`src/rtl/pipe_hazard_ctrl_pkg.sv`:
```
// ---------------------------------------------------------------------------
// pipe_hazard_ctrl_pkg
// Shared definitions for the pipeline sequencing controller of the 5-stage
// MIPS core: decoded op encodings, controller FSM states and the layout of
// one in-flight scoreboard slot, plus a helper that builds a slot from the
// decoded ID-stage fields.
// ---------------------------------------------------------------------------
package pipe_hazard_ctrl_pkg;

    localparam int OP_W   = 6;
    localparam int REG_AW = 5;

    // Decoded op encodings produced by the ID stage
    localparam logic [OP_W-1:0] op_nop = 6'h00;
    localparam logic [OP_W-1:0] op_jr  = 6'h08;
    localparam logic [OP_W-1:0] op_lw  = 6'h23;
    localparam logic [OP_W-1:0] op_sw  = 6'h2b;

    typedef enum logic [1:0] {
        ST_RUN      = 2'd0,
        ST_MEM_WAIT = 2'd1,
        ST_ERROR    = 2'd2
    } state_e;

    // One instruction in flight (EX or MEM)
    typedef struct packed {
        logic              valid;
        logic              is_load;
        logic              is_store;
        logic              wr;
        logic [REG_AW-1:0] dest;
    } slot_t;

    localparam slot_t SLOT_EMPTY = '0;

    function automatic slot_t decode_slot(input logic [OP_W-1:0]   op,
                                          input logic              wr,
                                          input logic [REG_AW-1:0] dest);
        slot_t s;
        s.valid    = 1'b1;
        s.is_load  = (op == op_lw);
        s.is_store = (op == op_sw);
        s.wr       = wr;
        s.dest     = dest;
        return s;
    endfunction

endpackage

```
`src/rtl/pipe_hazard_ctrl_if.sv`:
```
// ---------------------------------------------------------------------------
// pipe_hazard_ctrl_if
// Bundles the ID-stage observation signals, the data-memory handshake and
// the generated pipeline controls of the sequencing controller.
//   master : pipeline side (drives ID fields and dmem_ack, receives controls)
//   slave  : the controller (pipe_hazard_ctrl)
// Signals:
//   id_valid, id_op, id_rega_read/addr, id_regb_read/addr,
//   id_regc_write/addr, id_jce, dmem_ack           -> controller
//   stall_if, stall_id, bubble_ex, flush_id, freeze,
//   dmem_req, mem_timeout, stall_cycles            <- controller
// ---------------------------------------------------------------------------
interface pipe_hazard_ctrl_if;
    import pipe_hazard_ctrl_pkg::*;

    logic              id_valid;
    logic [OP_W-1:0]   id_op;
    logic              id_rega_read;
    logic              id_regb_read;
    logic [REG_AW-1:0] id_rega_addr;
    logic [REG_AW-1:0] id_regb_addr;
    logic              id_regc_write;
    logic [REG_AW-1:0] id_regc_addr;
    logic              id_jce;
    logic              dmem_ack;

    logic              stall_if;
    logic              stall_id;
    logic              bubble_ex;
    logic              flush_id;
    logic              freeze;
    logic              dmem_req;
    logic              mem_timeout;
    logic [31:0]       stall_cycles;

    modport master (
        output id_valid, id_op, id_rega_read, id_regb_read, id_rega_addr,
               id_regb_addr, id_regc_write, id_regc_addr, id_jce, dmem_ack,
        input  stall_if, stall_id, bubble_ex, flush_id, freeze, dmem_req,
               mem_timeout, stall_cycles
    );

    modport slave (
        input  id_valid, id_op, id_rega_read, id_regb_read, id_rega_addr,
               id_regb_addr, id_regc_write, id_regc_addr, id_jce, dmem_ack,
        output stall_if, stall_id, bubble_ex, flush_id, freeze, dmem_req,
               mem_timeout, stall_cycles
    );

endinterface

```
`src/rtl/pipe_hazard_ctrl_scoreboard.sv`:
```
// ---------------------------------------------------------------------------
// hazard_scoreboard
// Two-slot shift register tracking the instructions in EX and MEM, plus the
// load-use compare against the ID-stage source operands.
// Ports:
//   clk, rst            clock, synchronous active-high reset
//   advance_i           shift the pipeline (low while frozen)
//   bubble_i            insert an empty slot into EX instead of ID
//   id_*_i              decoded ID-stage fields
//   load_use_o          EX holds a load whose result ID wants now
//   mem_access_o        MEM holds a valid load or store
// ---------------------------------------------------------------------------
module hazard_scoreboard
    import pipe_hazard_ctrl_pkg::*;
(
    input  logic              clk,
    input  logic              rst,
    input  logic              advance_i,
    input  logic              bubble_i,
    input  logic              id_valid_i,
    input  logic [OP_W-1:0]   id_op_i,
    input  logic              id_rega_read_i,
    input  logic [REG_AW-1:0] id_rega_addr_i,
    input  logic              id_regb_read_i,
    input  logic [REG_AW-1:0] id_regb_addr_i,
    input  logic              id_regc_write_i,
    input  logic [REG_AW-1:0] id_regc_addr_i,
    output logic              load_use_o,
    output logic              mem_access_o
);

    slot_t ex_q, ex_d;
    slot_t mem_q, mem_d;

    always_comb begin
        ex_d  = ex_q;
        mem_d = mem_q;
        if (advance_i) begin
            mem_d = ex_q;
            if (bubble_i || !id_valid_i)
                ex_d = SLOT_EMPTY;
            else
                ex_d = decode_slot(id_op_i, id_regc_write_i, id_regc_addr_i);
        end
    end

    always_ff @(posedge clk) begin
        if (rst) begin
            ex_q  <= SLOT_EMPTY;
            mem_q <= SLOT_EMPTY;
        end else begin
            ex_q  <= ex_d;
            mem_q <= mem_d;
        end
    end

    // r0 is hard-wired zero, so a load into it never creates a dependency.
    // MEM-slot dependencies are covered by forwarding and never stall.
    always_comb begin
        load_use_o = 1'b0;
        if (ex_q.valid && ex_q.is_load && ex_q.wr && (ex_q.dest != '0)) begin
            load_use_o = (id_rega_read_i && (id_rega_addr_i == ex_q.dest)) ||
                         (id_regb_read_i && (id_regb_addr_i == ex_q.dest));
        end
    end

    assign mem_access_o = mem_q.valid && (mem_q.is_load || mem_q.is_store);

    // Destination of the MEM slot is only needed by the forwarding unit
    logic unused_mem_bits;
    assign unused_mem_bits = ^{mem_q.wr, mem_q.dest};

endmodule

```
`src/rtl/pipe_hazard_ctrl.sv`:
```
// ---------------------------------------------------------------------------
// pipe_hazard_ctrl
// Pipeline sequencing controller beside the ID stage. Generates stall,
// bubble, flush and freeze controls from load-use hazards, taken jumps and
// multi-cycle data-memory accesses (with timeout into a sticky error state).
// Parameters:
//   MEM_WAIT_MAX  wait cycles tolerated for dmem_ack (1..255)
// Ports:
//   clk, rst      clock, synchronous active-high reset
//   bus           pipe_hazard_ctrl_if.slave (ID fields, dmem_ack in;
//                 stall_if, stall_id, bubble_ex, flush_id, freeze,
//                 dmem_req, mem_timeout, stall_cycles out)
// Build option:
//   PIPE_HAZARD_CTRL_PERF_EN  enables the saturating stall_cycles counter;
//                             otherwise stall_cycles is tied to 0.
// ---------------------------------------------------------------------------
module pipe_hazard_ctrl
    import pipe_hazard_ctrl_pkg::*;
#(
    parameter int MEM_WAIT_MAX = 15
) (
    input  logic               clk,
    input  logic               rst,
    pipe_hazard_ctrl_if.slave  bus
);

    // Count value at which the next unacknowledged wait cycle times out
    localparam logic [7:0] WAIT_LAST = 8'(MEM_WAIT_MAX - 1);

    state_e     state_q;
    logic [7:0] wait_cnt_q;
    logic       mem_timeout_q;

    logic load_use;
    logic mem_access;
    logic dmem_req;
    logic freeze;
    logic stall;
    logic bubble;
    logic flush;

    hazard_scoreboard u_scoreboard (
        .clk             (clk),
        .rst             (rst),
        .advance_i       (!freeze),
        .bubble_i        (bubble),
        .id_valid_i      (bus.id_valid),
        .id_op_i         (bus.id_op),
        .id_rega_read_i  (bus.id_rega_read),
        .id_rega_addr_i  (bus.id_rega_addr),
        .id_regb_read_i  (bus.id_regb_read),
        .id_regb_addr_i  (bus.id_regb_addr),
        .id_regc_write_i (bus.id_regc_write),
        .id_regc_addr_i  (bus.id_regc_addr),
        .load_use_o      (load_use),
        .mem_access_o    (mem_access)
    );

    // Output priority: freeze beats the load-use stall, which beats the
    // jump flush. Everything is forced low while reset is sampled so a
    // pending access is dropped immediately.
    always_comb begin
        dmem_req = 1'b0;
        freeze   = 1'b0;
        stall    = 1'b0;
        bubble   = 1'b0;
        flush    = 1'b0;
        if (!rst) begin
            dmem_req = mem_access && (state_q != ST_ERROR);
            freeze   = (state_q == ST_ERROR) || (dmem_req && !bus.dmem_ack);
            if (freeze) begin
                stall = 1'b1;
            end else if (load_use) begin
                stall  = 1'b1;
                bubble = 1'b1;
            end else begin
                flush = bus.id_jce && bus.id_valid;
            end
        end
    end

    // Memory-wait FSM; an acknowledge in the last allowed wait cycle still
    // completes the access rather than timing out.
    always_ff @(posedge clk) begin
        if (rst) begin
            state_q       <= ST_RUN;
            wait_cnt_q    <= '0;
            mem_timeout_q <= 1'b0;
        end else begin
            case (state_q)
                ST_RUN: begin
                    wait_cnt_q <= '0;
                    if (mem_access && !bus.dmem_ack)
                        state_q <= ST_MEM_WAIT;
                end
                ST_MEM_WAIT: begin
                    if (bus.dmem_ack) begin
                        state_q    <= ST_RUN;
                        wait_cnt_q <= '0;
                    end else begin
                        wait_cnt_q <= wait_cnt_q + 8'd1;
                        if (wait_cnt_q == WAIT_LAST) begin
                            state_q       <= ST_ERROR;
                            mem_timeout_q <= 1'b1;
                        end
                    end
                end
                ST_ERROR: begin
                    state_q <= ST_ERROR;
                end
                default: begin
                    state_q <= ST_RUN;
                end
            endcase
        end
    end

    assign bus.stall_if    = stall;
    assign bus.stall_id    = stall;
    assign bus.bubble_ex   = bubble;
    assign bus.flush_id    = flush;
    assign bus.freeze      = freeze;
    assign bus.dmem_req    = dmem_req;
    assign bus.mem_timeout = mem_timeout_q && !rst;

`ifdef PIPE_HAZARD_CTRL_PERF_EN
    logic [31:0] stall_cycles_q;

    always_ff @(posedge clk) begin
        if (rst)
            stall_cycles_q <= '0;
        else if (stall && (stall_cycles_q != 32'hffff_ffff))
            stall_cycles_q <= stall_cycles_q + 32'd1;
    end

    assign bus.stall_cycles = rst ? 32'd0 : stall_cycles_q;
`else
    assign bus.stall_cycles = 32'd0;
`endif

endmodule

```
`src/flat_wrapper.sv`:
```
// flat-port wrapper written by rule: the top's interface ports become plain ports
module pipe_hazard_ctrl_flat import pipe_hazard_ctrl_pkg::*;
#(
    parameter int MEM_WAIT_MAX = 15
)
  (clk, rst, bus_id_valid, bus_id_op, bus_id_rega_read, bus_id_regb_read, bus_id_rega_addr, bus_id_regb_addr, bus_id_regc_write, bus_id_regc_addr, bus_id_jce, bus_dmem_ack, bus_stall_if, bus_stall_id, bus_bubble_ex, bus_flush_id, bus_freeze, bus_dmem_req, bus_mem_timeout, bus_stall_cycles);
  pipe_hazard_ctrl_if bus_i ();
  input  logic clk;
  input  logic rst;
  input wire logic [$bits(bus_i.id_valid)-1:0] bus_id_valid;
  input wire logic [$bits(bus_i.id_op)-1:0] bus_id_op;
  input wire logic [$bits(bus_i.id_rega_read)-1:0] bus_id_rega_read;
  input wire logic [$bits(bus_i.id_regb_read)-1:0] bus_id_regb_read;
  input wire logic [$bits(bus_i.id_rega_addr)-1:0] bus_id_rega_addr;
  input wire logic [$bits(bus_i.id_regb_addr)-1:0] bus_id_regb_addr;
  input wire logic [$bits(bus_i.id_regc_write)-1:0] bus_id_regc_write;
  input wire logic [$bits(bus_i.id_regc_addr)-1:0] bus_id_regc_addr;
  input wire logic [$bits(bus_i.id_jce)-1:0] bus_id_jce;
  input wire logic [$bits(bus_i.dmem_ack)-1:0] bus_dmem_ack;
  output wire logic [$bits(bus_i.stall_if)-1:0] bus_stall_if;
  output wire logic [$bits(bus_i.stall_id)-1:0] bus_stall_id;
  output wire logic [$bits(bus_i.bubble_ex)-1:0] bus_bubble_ex;
  output wire logic [$bits(bus_i.flush_id)-1:0] bus_flush_id;
  output wire logic [$bits(bus_i.freeze)-1:0] bus_freeze;
  output wire logic [$bits(bus_i.dmem_req)-1:0] bus_dmem_req;
  output wire logic [$bits(bus_i.mem_timeout)-1:0] bus_mem_timeout;
  output wire logic [$bits(bus_i.stall_cycles)-1:0] bus_stall_cycles;
  assign bus_i.id_valid = bus_id_valid;
  assign bus_i.id_op = bus_id_op;
  assign bus_i.id_rega_read = bus_id_rega_read;
  assign bus_i.id_regb_read = bus_id_regb_read;
  assign bus_i.id_rega_addr = bus_id_rega_addr;
  assign bus_i.id_regb_addr = bus_id_regb_addr;
  assign bus_i.id_regc_write = bus_id_regc_write;
  assign bus_i.id_regc_addr = bus_id_regc_addr;
  assign bus_i.id_jce = bus_id_jce;
  assign bus_i.dmem_ack = bus_dmem_ack;
  assign bus_stall_if = bus_i.stall_if;
  assign bus_stall_id = bus_i.stall_id;
  assign bus_bubble_ex = bus_i.bubble_ex;
  assign bus_flush_id = bus_i.flush_id;
  assign bus_freeze = bus_i.freeze;
  assign bus_dmem_req = bus_i.dmem_req;
  assign bus_mem_timeout = bus_i.mem_timeout;
  assign bus_stall_cycles = bus_i.stall_cycles;
  pipe_hazard_ctrl #(.MEM_WAIT_MAX(MEM_WAIT_MAX)) u_core (.clk(clk), .rst(rst), .bus(bus_i));
endmodule
```
`config.mk`:
```
export PLATFORM = sky130hd
export DESIGN_NAME = pipe_hazard_ctrl_flat
export DESIGN_NICKNAME = d
export VERILOG_FILES = /design/src/rtl/pipe_hazard_ctrl_pkg.sv /design/src/rtl/pipe_hazard_ctrl_if.sv /design/src/rtl/pipe_hazard_ctrl_scoreboard.sv /design/src/rtl/pipe_hazard_ctrl.sv /design/src/flat_wrapper.sv
export SDC_FILE = /design/constraint.sdc
export NUM_CORES = 1
export LEC_CHECK = 0
export ABC_CLOCK_PERIOD_IN_PS = 2200
export CAP_MARGIN = 20
export CORE_MARGIN = 10
export CORE_UTILIZATION = 40
export CTS_CLUSTER_DIAMETER = 80
export DETAILED_ROUTE_END_ITERATION = 10
export GPL_TIMING_DRIVEN = 0
export PLACE_DENSITY = 0.8
export SLEW_MARGIN = 20
export SYNTH_ARGS = -nofsm -noshare
export SYNTH_HDL_FRONTEND = slang
export SYNTH_SLANG_ARGS = --single-unit
```
`constraint.sdc`:
```
create_clock -name clk -period 2.2 [get_ports clk]
set_clock_uncertainty 0.15 [all_clocks]
set_input_delay 0.22 -clock clk [delete_from_list [all_inputs] [get_ports clk]]
set_output_delay 0.22 -clock clk [all_outputs]
set_load 0.05 [all_outputs]
```
==> impl_metrics.env, run 1 <==
export IMPL_status="finished with violations"
export IMPL_violations="setup timing"
export IMPL_route_detailed_drc=0
export IMPL_placed_area_um2=1890
export IMPL_post_drt_wl_per_cell_um=11.6
export IMPL_clockRootBuffer="clkbuf_4"
export IMPL_path_max_fanout=3
export IMPL_drt_iter0_drc=53
export IMPL_criticalPathCategory="flop to primary output"
export IMPL_peakVddDrop_mv=0.402
export IMPL_seq_area_um2=467
export IMPL_wl_um=3320
export IMPL_syn_inst=164
export IMPL_yosys_register_bits=23
export IMPL_synth_compound_area_share=0.155
export IMPL_hold_viol=0
export IMPL_die_y_um=78.6
export IMPL_syn2layout_area_growth_pct=49.3
export IMPL_clk_pin_slew_ns=0.12
export IMPL_synth_top_family_by_area="buffers and inverters"
export IMPL_grt_overflow=0
export IMPL_routed_via_density=4.28
export IMPL_muxShareOfSynthArea=0.0219
export IMPL_vias=1223
export IMPL_timing_final_crit_share=1.08
export IMPL_powerDensity_nw_per_um2=439
export IMPL_core_um2=3340
export IMPL_firstDrtPassIters=4
export IMPL_numCtsBuffers=3
export IMPL_critPathRequiredTime_ns=1.83
export IMPL_multi_input_area_um2=795
export IMPL_rsz0062_at_grt="true"
export IMPL_gp_congestion=0.708
export IMPL_cts_tree="yes"
export IMPL_fin_area_um2=2050
export IMPL_core_rowCount=21
export IMPL_post_place_ws_ns=-0.843
export IMPL_fin_crit_ns=2.38
export IMPL_die_area_um2=6170
export IMPL_syn_cell_area_um2=1370
export IMPL_grt_pass1_wl_um=5120
export IMPL_fp_dieW_um=78.6
export IMPL_maxCapViolCount=0
export IMPL_antenna_found_initial=0
export IMPL_start_util=0.411
export IMPL_ys_seq_area_frac=0.336
export IMPL_cts_num_sinks=23
export IMPL_synth_distinct_cells=39
export IMPL_max_freq_mhz=421
export IMPL_avgSynthCellArea_um2=8.36
export IMPL_layout_nets=272
export IMPL_grt_max_degree=14
export IMPL_synth_xor_area_frac=0.0703
export IMPL_fillers=303
export IMPL_track_usage=0.0987
export IMPL_setup_ws_ns=-0.178
export IMPL_end_kind="primary output"
export IMPL_dp_hpwl_um=2600
export IMPL_clk_latency_ns=0.30
export IMPL_htree_levels=1
export IMPL_finalSetupViolations=4
export IMPL_hold_path_class="primary input to flop"
export IMPL_io_pins=68
export IMPL_synth_simple_gate_area_frac=0.184
export IMPL_antenna_cells=0
export IMPL_timing_critical_path_from_type="flop"
export IMPL_port_buffers=34
export IMPL_cp_arrival_ns=2.01
export IMPL_yosys_area_share_adder=0.0182
export IMPL_slew_viol_final=0
export IMPL_postRouteAntennaNets=0
export IMPL_drive_gt1_frac=0.300
export IMPL_p_leak_nw=0.909
export IMPL_ys_warn_count=0
export IMPL_grt_pass1_vias=1187
export IMPL_cts_max_path_buffers=2
## placed cells by master (no fill, tap or decap), types with 2 or more instances in the layout
master,n
clkdlybuf4s50_1,28
nand2_1,8
conb_1,32
mux2i_1,3
nor2b_1,2
dfxtp_2,2
a22o_1,5
or3b_2,2
dfxtp_1,20
xnor2_1,8
and3_1,2
buf_4,39
nand4_1,2
nor4_1,2
buf_6,3
inv_1,5
buf_8,2
clkbuf_1,3
a32o_1,2
xnor2_2,2
clkbuf_4,3
ha_1,2
o21ai_0,5
a21oi_1,11
nand3_1,2
nor2_1,15
or3_1,2
## cells in the mapped netlist
master	count	area share
xor2_1	1	0.0064
o21ai_0	6	0.022
buf_2	1	0.0036
mux2i_1	3	0.022
and2_2	1	0.0055
inv_1	5	0.014
inv_2	1	0.0027
nor4b_1	1	0.0064
a211oi_4	1	0.015
nand4_1	2	0.0091
nor4_1	2	0.0091
and3_1	2	0.0091
or4_1	1	0.0055
ha_1	2	0.018
nand3_1	2	0.0073
a21oi_1	12	0.044
nor3_1	2	0.0073
clkbuf_1	4	0.011
nand2_1	9	0.025
a32o_1	2	0.015
o22ai_1	1	0.0046
a31o_2	1	0.0064
nor2b_1	2	0.0091
a22o_2	1	0.0073
xnor2_1	10	0.064
nand3b_1	1	0.0055
o21ai_1	1	0.0036
and2_1	1	0.0046
buf_4	33	0.18
or3b_2	2	0.013
conb_1	1	0.0027
a22o_1	5	0.032
o2111ai_1	1	0.0064
nor2_1	16	0.044
nand2b_1	1	0.0046
or3_1	2	0.0091
dfxtp_1	23	0.34
nand4b_1	1	0.0064
or2_2	1	0.0046
## logic make-up after synthesis
| group | Yosys count |
|---|---|
| AND/OR/NAND/NOR | 49 |
| buffers and inverters | 44 |
| AO/OA/AOI/OAI | 31 |
| flip-flops | 23 |
| XOR/XNOR | 11 |
| multiplexers | 3 |
| adder cells (fa/ha/maj) | 2 |
| other | 1 |
## sequential cells by signal (all words and copies together), names as in the netlist
name                       count
u_core.mem_timeout_q           1
u_core.state_q                 2
u_core.u_scoreboard.ex_q       9
u_core.u_scoreboard.mem_q      3
u_core.wait_cnt_q              8
## power breakdown
group / internal (W) / switching [W]
Sequential: 0.000422 / 0.00000659
Combinational: 0.000115 / 0.000168
Clock: 0.0000677 / 0.000120
Total: 0.000605 / 0.000294
## layout make-up
type | count | share of cell area
buffer | 38 | 0.131
clock buffer | 3 | 0.0110
clock inverter | 1 | 0.00244
inverter | 6 | 0.0110
multi-input combinational | 128 | 0.388
sequential | 23 | 0.228
tap | 46 | 0.0281
timing repair buffer | 41 | 0.200
## worst max-delay path, cell delays in order, from the launching register on
cell and delay [ns]:
dfxtp_4 0.37, buf_4 0.13, buf_4 0.13, xnor2_2 0.12, nand4_1 0.14, o22ai_4 0.11, buf_4 0.15, a211oi_4 0.24
and2_4 0.18, buf_8 0.14
## stage by stage
| step | util | total power (W) | instances | hold slack, ns | setup TNS (ns) |
|---|---|---|---|---|---|
| global route | 0.613 | 0.000944 | 286 | 0.173 | -0.879 |
| global placement | 0.568 | 0.000697 | 275 | 0.291 | -3.38 |
| detailed placement | 0.568 | 0.000698 | 275 | 0.301 | -3.48 |
| floorplan | - | 0.000639 | 195 | 0.149 | -0.0145 |
| finish | 0.613 | 0.000900 | 286 | 0.149 | -0.430 |
| CTS | 0.589 | 0.000893 | 282 | 0.144 | -0.364 |
## layer usage
metal | part of all wire | wire length [um] | vias to the layer above | global-route usage
met3 | 0.11 | 371 | 4 | 0.0581
met4 | 0.0057 | 19 | 0 | 0.0269
met1 | 0.38 | 1270 | 529 | 0.0938
met5 | 0 | 0 | - | 0
met2 | 0.50 | 1660 | 40 | 0.177
li1 | - | - | 650 | -
## worst paths after layout
kind	slack, ns	endpoint	start	cells past startpoint
setup / recovery	-0.18	bus_flush_id	u_core.u_scoreboard.ex_q[1]$_SDFFE_PP0N_	9
setup reg to reg	0.19	u_core.u_scoreboard.ex_q[7]$_SDFFE_PP0N_	u_core.u_scoreboard.ex_q[1]$_SDFFE_PP0N_	9
hold / removal	0.15	u_core.wait_cnt_q[5]$_SDFFE_PP0P_	rst	2
hold reg to reg	0.32	u_core.mem_timeout_q$_SDFFE_PP0P_	u_core.mem_timeout_q$_SDFFE_PP0P_	2
## timing repair
action / CTS / global route
hold endpoints to repair: 0 / 0
pin swaps: 2 / 6
hold buffers: 0 / 0
gates resized for setup: 36 / 16
setup buffers: 3 / 4
endpoints found under the setup margin: 6 / 6
Power figures use the tool's default switching activity.
==> inputs of run 2 (changes only) <==
Settings changed: CORE_UTILIZATION 40 to 41, CTS_BUF_LIST set to sky130_fd_sc_hd__clkbuf_16, PLACE_DENSITY 0.8 to 0.81, SYNTH_HIERARCHICAL set to 1.
==> impl_metrics.env, run 2 <==
export IMPL_peakVddDrop_mv=0.379
export IMPL_top_register="u_core/u_scoreboard/ex_q"
export IMPL_cts_tree="yes"
export IMPL_ys_warn_count=6
export IMPL_r2r_start="u_core/u_scoreboard/ex_q[1]$_SDFFE_PP0P_"
export IMPL_cts_num_sinks=23
export IMPL_busiest_layer="met2"
export IMPL_start_util=0.426
export IMPL_seqPwrFrac=0.396
export IMPL_ys_seq_area_frac=0.324
export IMPL_post_drt_wl_per_cell_um=13.4
export IMPL_critPathRequiredTime_ns=1.83
export IMPL_fp_dieW_um=78.9
export IMPL_muxShareOfSynthArea=0.0211
export IMPL_end_kind="primary output"
export IMPL_timing_critical_path_from_type="flop"
export IMPL_cp_slowest_cell="or4_4"
export IMPL_setup_ws_ns=-0.0699
export IMPL_clk_latency_ns=0.25
export IMPL_synth_compound_area_share=0.128
export IMPL_numCtsBuffers=3
export IMPL_synth_area_leaders="dfxtp_1 32%, buf_4 18%, xor2_1 6.2%"
export IMPL_drt_iter0_drc=56
export IMPL_largest_register_ff_count=9
export IMPL_max_stage_delay_ns=0.54
export IMPL_die_area_um2=6220
export IMPL_synth_most_common_cell="buf_4"
export IMPL_layoutNonFillerInstCount=288
export IMPL_antenna_found_initial=0
export IMPL_async_reset_ff_frac=0
export IMPL_status="finished with violations"
export IMPL_path_max_fanout=3
export IMPL_grt_pass1_vias=1291
export IMPL_slew_viol_final=0
export IMPL_fillers=270
export IMPL_powerDensity_nw_per_um2=502
export IMPL_synth_xor_area_frac=0.0801
export IMPL_synth_top_family_by_area="buffers and inverters"
export IMPL_gp_congestion=0.765
export IMPL_syn2layout_area_growth_pct=52.6
export IMPL_clockRootBuffer="clkbuf_16"
export IMPL_port_buffers=35
export IMPL_grt_max_degree=13
export IMPL_synth_commonest_cells="34 x buf_4, 23 x dfxtp_1, 17 x nor2_1, 11 x a21oi_1, 10 x xor2_1"
export IMPL_startpoint="u_core/u_scoreboard/ex_q[1]$_SDFFE_PP0P_"
export IMPL_drive_gt1_frac=0.281
export IMPL_yosys_area_top_type="dfxtp_1"
export IMPL_io_pins=68
export IMPL_antenna_cells=0
export IMPL_core_um2=3340
export IMPL_p_sw_w=0.000318
export IMPL_layout_common_cells="37 x buf_4, 32 x conb_1, 24 x clkdlybuf4s50_1, 18 x dfxtp_1, 16 x nor2_1"
export IMPL_cts_max_path_buffers=2
export IMPL_violations="setup timing"
export IMPL_seq_area_um2=472
export IMPL_maxCapViolCount=0
export IMPL_path_cells="or4_4 > o2111ai_4 > a21oi_4 > o21a_1 > buf_4 > buf_8"
export IMPL_cp_arrival_ns=1.90
export IMPL_comb_power_share=0.252
export IMPL_switching_share=0.292
export IMPL_track_usage=0.113
export IMPL_reg_top3="u_core/u_scoreboard/ex_q: 9 flops, u_core/wait_cnt_q: 8 flops, u_core/u_scoreboard/mem_q: 3 flops"
export IMPL_grt_overflow=0
export IMPL_dp_cells=281
export IMPL_holdBufCountCts=0
export IMPL_avgSynthCellArea_um2=8.41
export IMPL_grt_pass1_wl_um=5840
export IMPL_yosys_register_bits=23
export IMPL_layout_nets=274
export IMPL_p_clk_frac=0.352
export IMPL_criticalPathCategory="flop to primary output"
export IMPL_synth_edf_count=0
export IMPL_core_rowCount=21
export IMPL_multi_input_area_um2=873
export IMPL_rsz0062_at_grt="true"
export IMPL_postRouteAntennaNets=0
export IMPL_route_detailed_drc=0
export IMPL_intPower_w=0.000770
export IMPL_syn_inst=169
export IMPL_synth_simple_gate_area_frac=0.209
export IMPL_hold_path_class="flop to flop"
export IMPL_firstDrtPassIters=4
export IMPL_min_from="u_core/mem_timeout_q$_SDFFE_PP0P_"
export IMPL_vias=1290
export IMPL_met2_usage=0.197
export IMPL_ys_flop_type="dfxtp_1"
export IMPL_synth_top_area_frac=0.324
export IMPL_syn_cell_area_um2=1420
export IMPL_hold_viol=0
export IMPL_dp_hpwl_um=3010
export IMPL_clk_pin_slew_ns=0.06
export IMPL_holdWs_ns=0.309
export IMPL_finalSetupViolations=4
export IMPL_gr_usage_met3=0.0405
export IMPL_wl_um=3850
export IMPL_timing_final_crit_share=1.03
export IMPL_p_leak_nw=0.992
export IMPL_layout_commonest_cell="buf_4"
export IMPL_synth_distinct_cells=40
export IMPL_routed_via_density=4.48
export IMPL_die_y_um=78.9
export IMPL_met1_usage=0.124
export IMPL_htree_levels=1
export IMPL_max_freq_mhz=441
export IMPL_fin_crit_ns=2.27
export IMPL_yosys_area_share_adder=0.0176
==> run 2: cell count changes after synthesis, sizes merged, moves of 3 or more <==
cell / before / now
nand3: 2 / 5
o21ai: 7 / 2
xor2: 1 / 10
xnor2: 10 / 3
a22oi: 0 / 7
a22o: 6 / 0
==> run 2: logic make-up (layout without fill, tap and decap cells) <==
kind of cell / Yosys count / in the layout
other cells: 1 / 32
xor+xnor: 13 / 13
buf+inv: 44 / 86
simple gates: 55 / 55
compound gates: 28 / 28
mux: 3 / 3
fa+ha+maj: 2 / 2
flops: 23 / 23
==> run 2: final timing paths <==
check,cells after the start,endpoint,slack (ns)
worst max-delay path,6,bus_stall_if,-0.07
worst min-delay path,2,u_core/mem_timeout_q$_SDFFE_PP0P_,0.31
worst max register to register,7,u_core/u_scoreboard/ex_q[6]$_SDFFE_PP0P_,-0.05
worst min register to register,2,u_core/mem_timeout_q$_SDFFE_PP0P_,0.31
==> run 2: what timing repair did <==
item                                    in CTS  in global routing
gates resized for setup                     44                 10
setup buffers                                3                  0
pin swaps                                    8                  6
endpoints found under the setup margin       9                 13
==> run 2: cell type report <==
cell class              count  share of cell area
plain buffers              37               0.131
clock buffers               3              0.0346
clock inverters             1             0.00173
inverters                   7              0.0121
multi-input cells         133               0.403
flip-flops and latches     23               0.218
well taps                  46              0.0265
repair buffers             38               0.174
==> run 2: worst max-delay path, delay by kind of cell (launching register included) <==
family	cells	cell delay (ns)
compound gates	3	0.50
buf+inv	2	0.28
flops	1	0.34
simple gates	1	0.54
==> run 2: power groups by stage <==
stage               registers, W  logic, W  clock network, W
floorplan               0.000437  0.000201                 0
global placement        0.000439  0.000260                 0
detailed placement      0.000440  0.000262                 0
CTS                     0.000430  0.000266          0.000388
global route            0.000432  0.000290          0.000404
finish                  0.000431  0.000274          0.000383
==> run 2: routing by layer <==
| layer | share of wire | vias to the layer above |
|---|---|---|
| li1 | - | 661 |
| met1 | 0.41 | 583 |
| met2 | 0.50 | 44 |
| met3 | 0.080 | 2 |
| met4 | 0.0088 | 0 |
| met5 | 0 | - |
==> run 2: through the flow <==
step	setup TNS (ns)	setup slack [ns]	instance area [um2]	utilization	power, W
2_1_floorplan	-0.286	-0.0608	1580	-	0.000638
3_3_place_gp	-4.33	-0.868	1990	0.596	0.000699
3_5_place_dp	-4.56	-0.880	1990	0.596	0.000702
4_1_cts	-0.326	-0.124	2130	0.637	0.00108
5_1_grt	-1.15	-0.188	2170	0.650	0.00113
6_report	-0.240	-0.0699	2170	0.650	0.00109
==> inputs of run 3 (changes only) <==
Settings changed: ABC_CLOCK_PERIOD_IN_PS 2200 to 2100.
Clock period 2.2 ns to 2.1 ns, I/O delays scaled along.
==> impl_metrics.env, run 3 (same netlist as run 2, synthesis figures left out) <==
export IMPL_drt_iter0_drc=29
export IMPL_die_y_um=78.9
export IMPL_numCtsBuffers=3
export IMPL_core_um2=3340
export IMPL_clockRootBuffer="clkbuf_16"
export IMPL_wl_um=3710
export IMPL_fp_dieW_um=78.9
export IMPL_postRouteAntennaNets=0
export IMPL_hold_path_class="flop to flop"
export IMPL_routed_via_density=4.42
export IMPL_timing_critical_path_from_type="flop"
export IMPL_antenna_found_initial=0
export IMPL_hold_viol=0
export IMPL_maxCapViolCount=0
export IMPL_route_detailed_drc=0
export IMPL_peakVddDrop_mv=0.451
export IMPL_cts_tree="yes"
export IMPL_setup_ws_ns=-0.240
export IMPL_met2RoutedLength_um=1770
export IMPL_post_drt_wl_per_cell_um=12.8
export IMPL_reg_top3="u_core/u_scoreboard/ex_q: 9 flops, u_core/wait_cnt_q: 8 flops, u_core/u_scoreboard/mem_q: 3 flops"
export IMPL_slew_viol_final=0
export IMPL_cts_max_path_buffers=2
export IMPL_violations="setup timing"
export IMPL_switching_share=0.290
export IMPL_layout_commonest_cell="buf_4"
export IMPL_clk_latency_ns=0.25
export IMPL_intPower_w=0.000809
export IMPL_firstDrtPassIters=4
export IMPL_fillers=269
export IMPL_timing_final_crit_share=1.11
export IMPL_p_leak_nw=1.01
export IMPL_layout_common_cells="38 x buf_4, 32 x conb_1, 24 x clkdlybuf4s50_1, 18 x dfxtp_1, 16 x nor2_1"
export IMPL_syn2layout_area_growth_pct=55.5
export IMPL_dr_wl_met3_um=291
export IMPL_vias=1283
export IMPL_drt_met1_wl_um=1610
export IMPL_cp_arrival_ns=2.37
export IMPL_largest_register_ff_count=9
export IMPL_htree_levels=1
export IMPL_fin_area_um2=2210
export IMPL_utilization=0.663
export IMPL_placed_area_um2=1990
export IMPL_p_total_w=0.00114
export IMPL_powerDensity_nw_per_um2=516
export IMPL_max_freq_mhz=427
export IMPL_drive_gt1_frac=0.303
export IMPL_criticalPathCategory="flop to flop"
export IMPL_finalSetupViolations=13
export IMPL_routed_top_layer="met4"
export IMPL_rsz0062_at_grt="true"
export IMPL_comb_power_share=0.255
export IMPL_p_clk_frac=0.349
export IMPL_io_pins=68
export IMPL_grt_pass1_vias=1224
export IMPL_start_util=0.426
export IMPL_fin_crit_ns=2.34
export IMPL_top_register="u_core/u_scoreboard/ex_q"
export IMPL_grt_pass1_wl_um=5840
export IMPL_port_buffers=35
export IMPL_track_usage=0.113
export IMPL_seqPwrFrac=0.396
export IMPL_dp_cells=281
export IMPL_path_max_fanout=3
export IMPL_core_rowCount=21
export IMPL_end_kind="flop"
export IMPL_critPathRequiredTime_ns=2.13
export IMPL_cts_num_sinks=23
export IMPL_p_sw_w=0.000331
export IMPL_grt_overflow=0
export IMPL_seq_area_um2=474
export IMPL_clk_pin_slew_ns=0.06
export IMPL_layout_nets=276
export IMPL_dp_hpwl_um=2920
export IMPL_status="finished with violations"
export IMPL_post_place_ws_ns=-1.01
export IMPL_die_area_um2=6220
export IMPL_grt_max_degree=14
export IMPL_layoutNonFillerInstCount=290
export IMPL_antenna_cells=0
export IMPL_gp_congestion=0.758
export IMPL_multi_input_area_um2=890
run 3: cell types whose count changed in the layout (fill, tap and decap cells not counted), sizes merged:
cell,delta
buf,+2
dlymetal6s2s,+1
inv,-1
clkinv,+1
dlygate4sd2,-1
run 3: power groups by stage:
stage | sequential, W | combinational, W | clock [W]
3_5_place_dp | 0.000461 | 0.000273 | 0
4_1_cts | 0.000452 | 0.000281 | 0.000409
3_3_place_gp | 0.000461 | 0.000272 | 0
2_1_floorplan | 0.000459 | 0.000210 | 0
5_1_grt | 0.000452 | 0.000307 | 0.000422
6_report | 0.000451 | 0.000291 | 0.000398
run 3: path summary, 6_finish.rpt:
| path | from | to | slack (ns) | depth (start not counted) |
|---|---|---|---|---|
| worst max register to register | u_core/u_scoreboard/ex_q[2]$_SDFFE_PP0P_ | u_core/u_scoreboard/ex_q[6]$_SDFFE_PP0P_ | -0.24 | 7 |
| worst min-delay path | u_core/mem_timeout_q$_SDFFE_PP0P_ | u_core/mem_timeout_q$_SDFFE_PP0P_ | 0.31 | 2 |
| worst max-delay path | u_core/u_scoreboard/ex_q[2]$_SDFFE_PP0P_ | u_core/u_scoreboard/ex_q[6]$_SDFFE_PP0P_ | -0.24 | 7 |
| worst min register to register | u_core/mem_timeout_q$_SDFFE_PP0P_ | u_core/mem_timeout_q$_SDFFE_PP0P_ | 0.31 | 2 |
run 3: area by class of cell:
| cell class | count | area share |
|---|---|---|
| Tap cell | 46 | 0.0260 |
| Multi-Input combinational cell | 133 | 0.402 |
| Buffer | 37 | 0.128 |
| Timing Repair Buffer | 40 | 0.181 |
| Inverter | 7 | 0.0119 |
| Clock buffer | 3 | 0.0340 |
| Clock inverter | 1 | 0.00226 |
| Sequential cell | 23 | 0.214 |
run 3: metal layers:
metal | GRT usage | up-vias
met5 | 0 | -
met4 | 0.0484 | 0
met2 | 0.183 | 50
met3 | 0.0383 | 2
li1 | - | 666
met1 | 0.132 | 565
run 3: repair_timing:
action / CTS / global route
buffers inserted: 4 / 1
hold buffers: 0 / 0
setup endpoints to repair: 16 / 13
endpoints found under the hold margin: 0 / 0
pin swaps: 9 / 8
resized for setup: 44 / 11
run 3: worst max-delay path: stages, from the launching register on:
cell	delay, ns
dfxtp_4	0.35
or4_4	0.54
o2111ai_4	0.23
a21oi_4	0.06
nor3b_4	0.16
buf_6	0.12
or4_4	0.51
a21oi_2	0.15
run 3: stage by stage:
stage | hold WS [ns] | setup TNS (ns)
floorplan | 0.129 | -1.02
global placement | 0.296 | -6.08
detailed placement | 0.299 | -6.75
CTS | 0.308 | -1.65
global route | 0.343 | -3.17
finish | 0.305 | -1.96
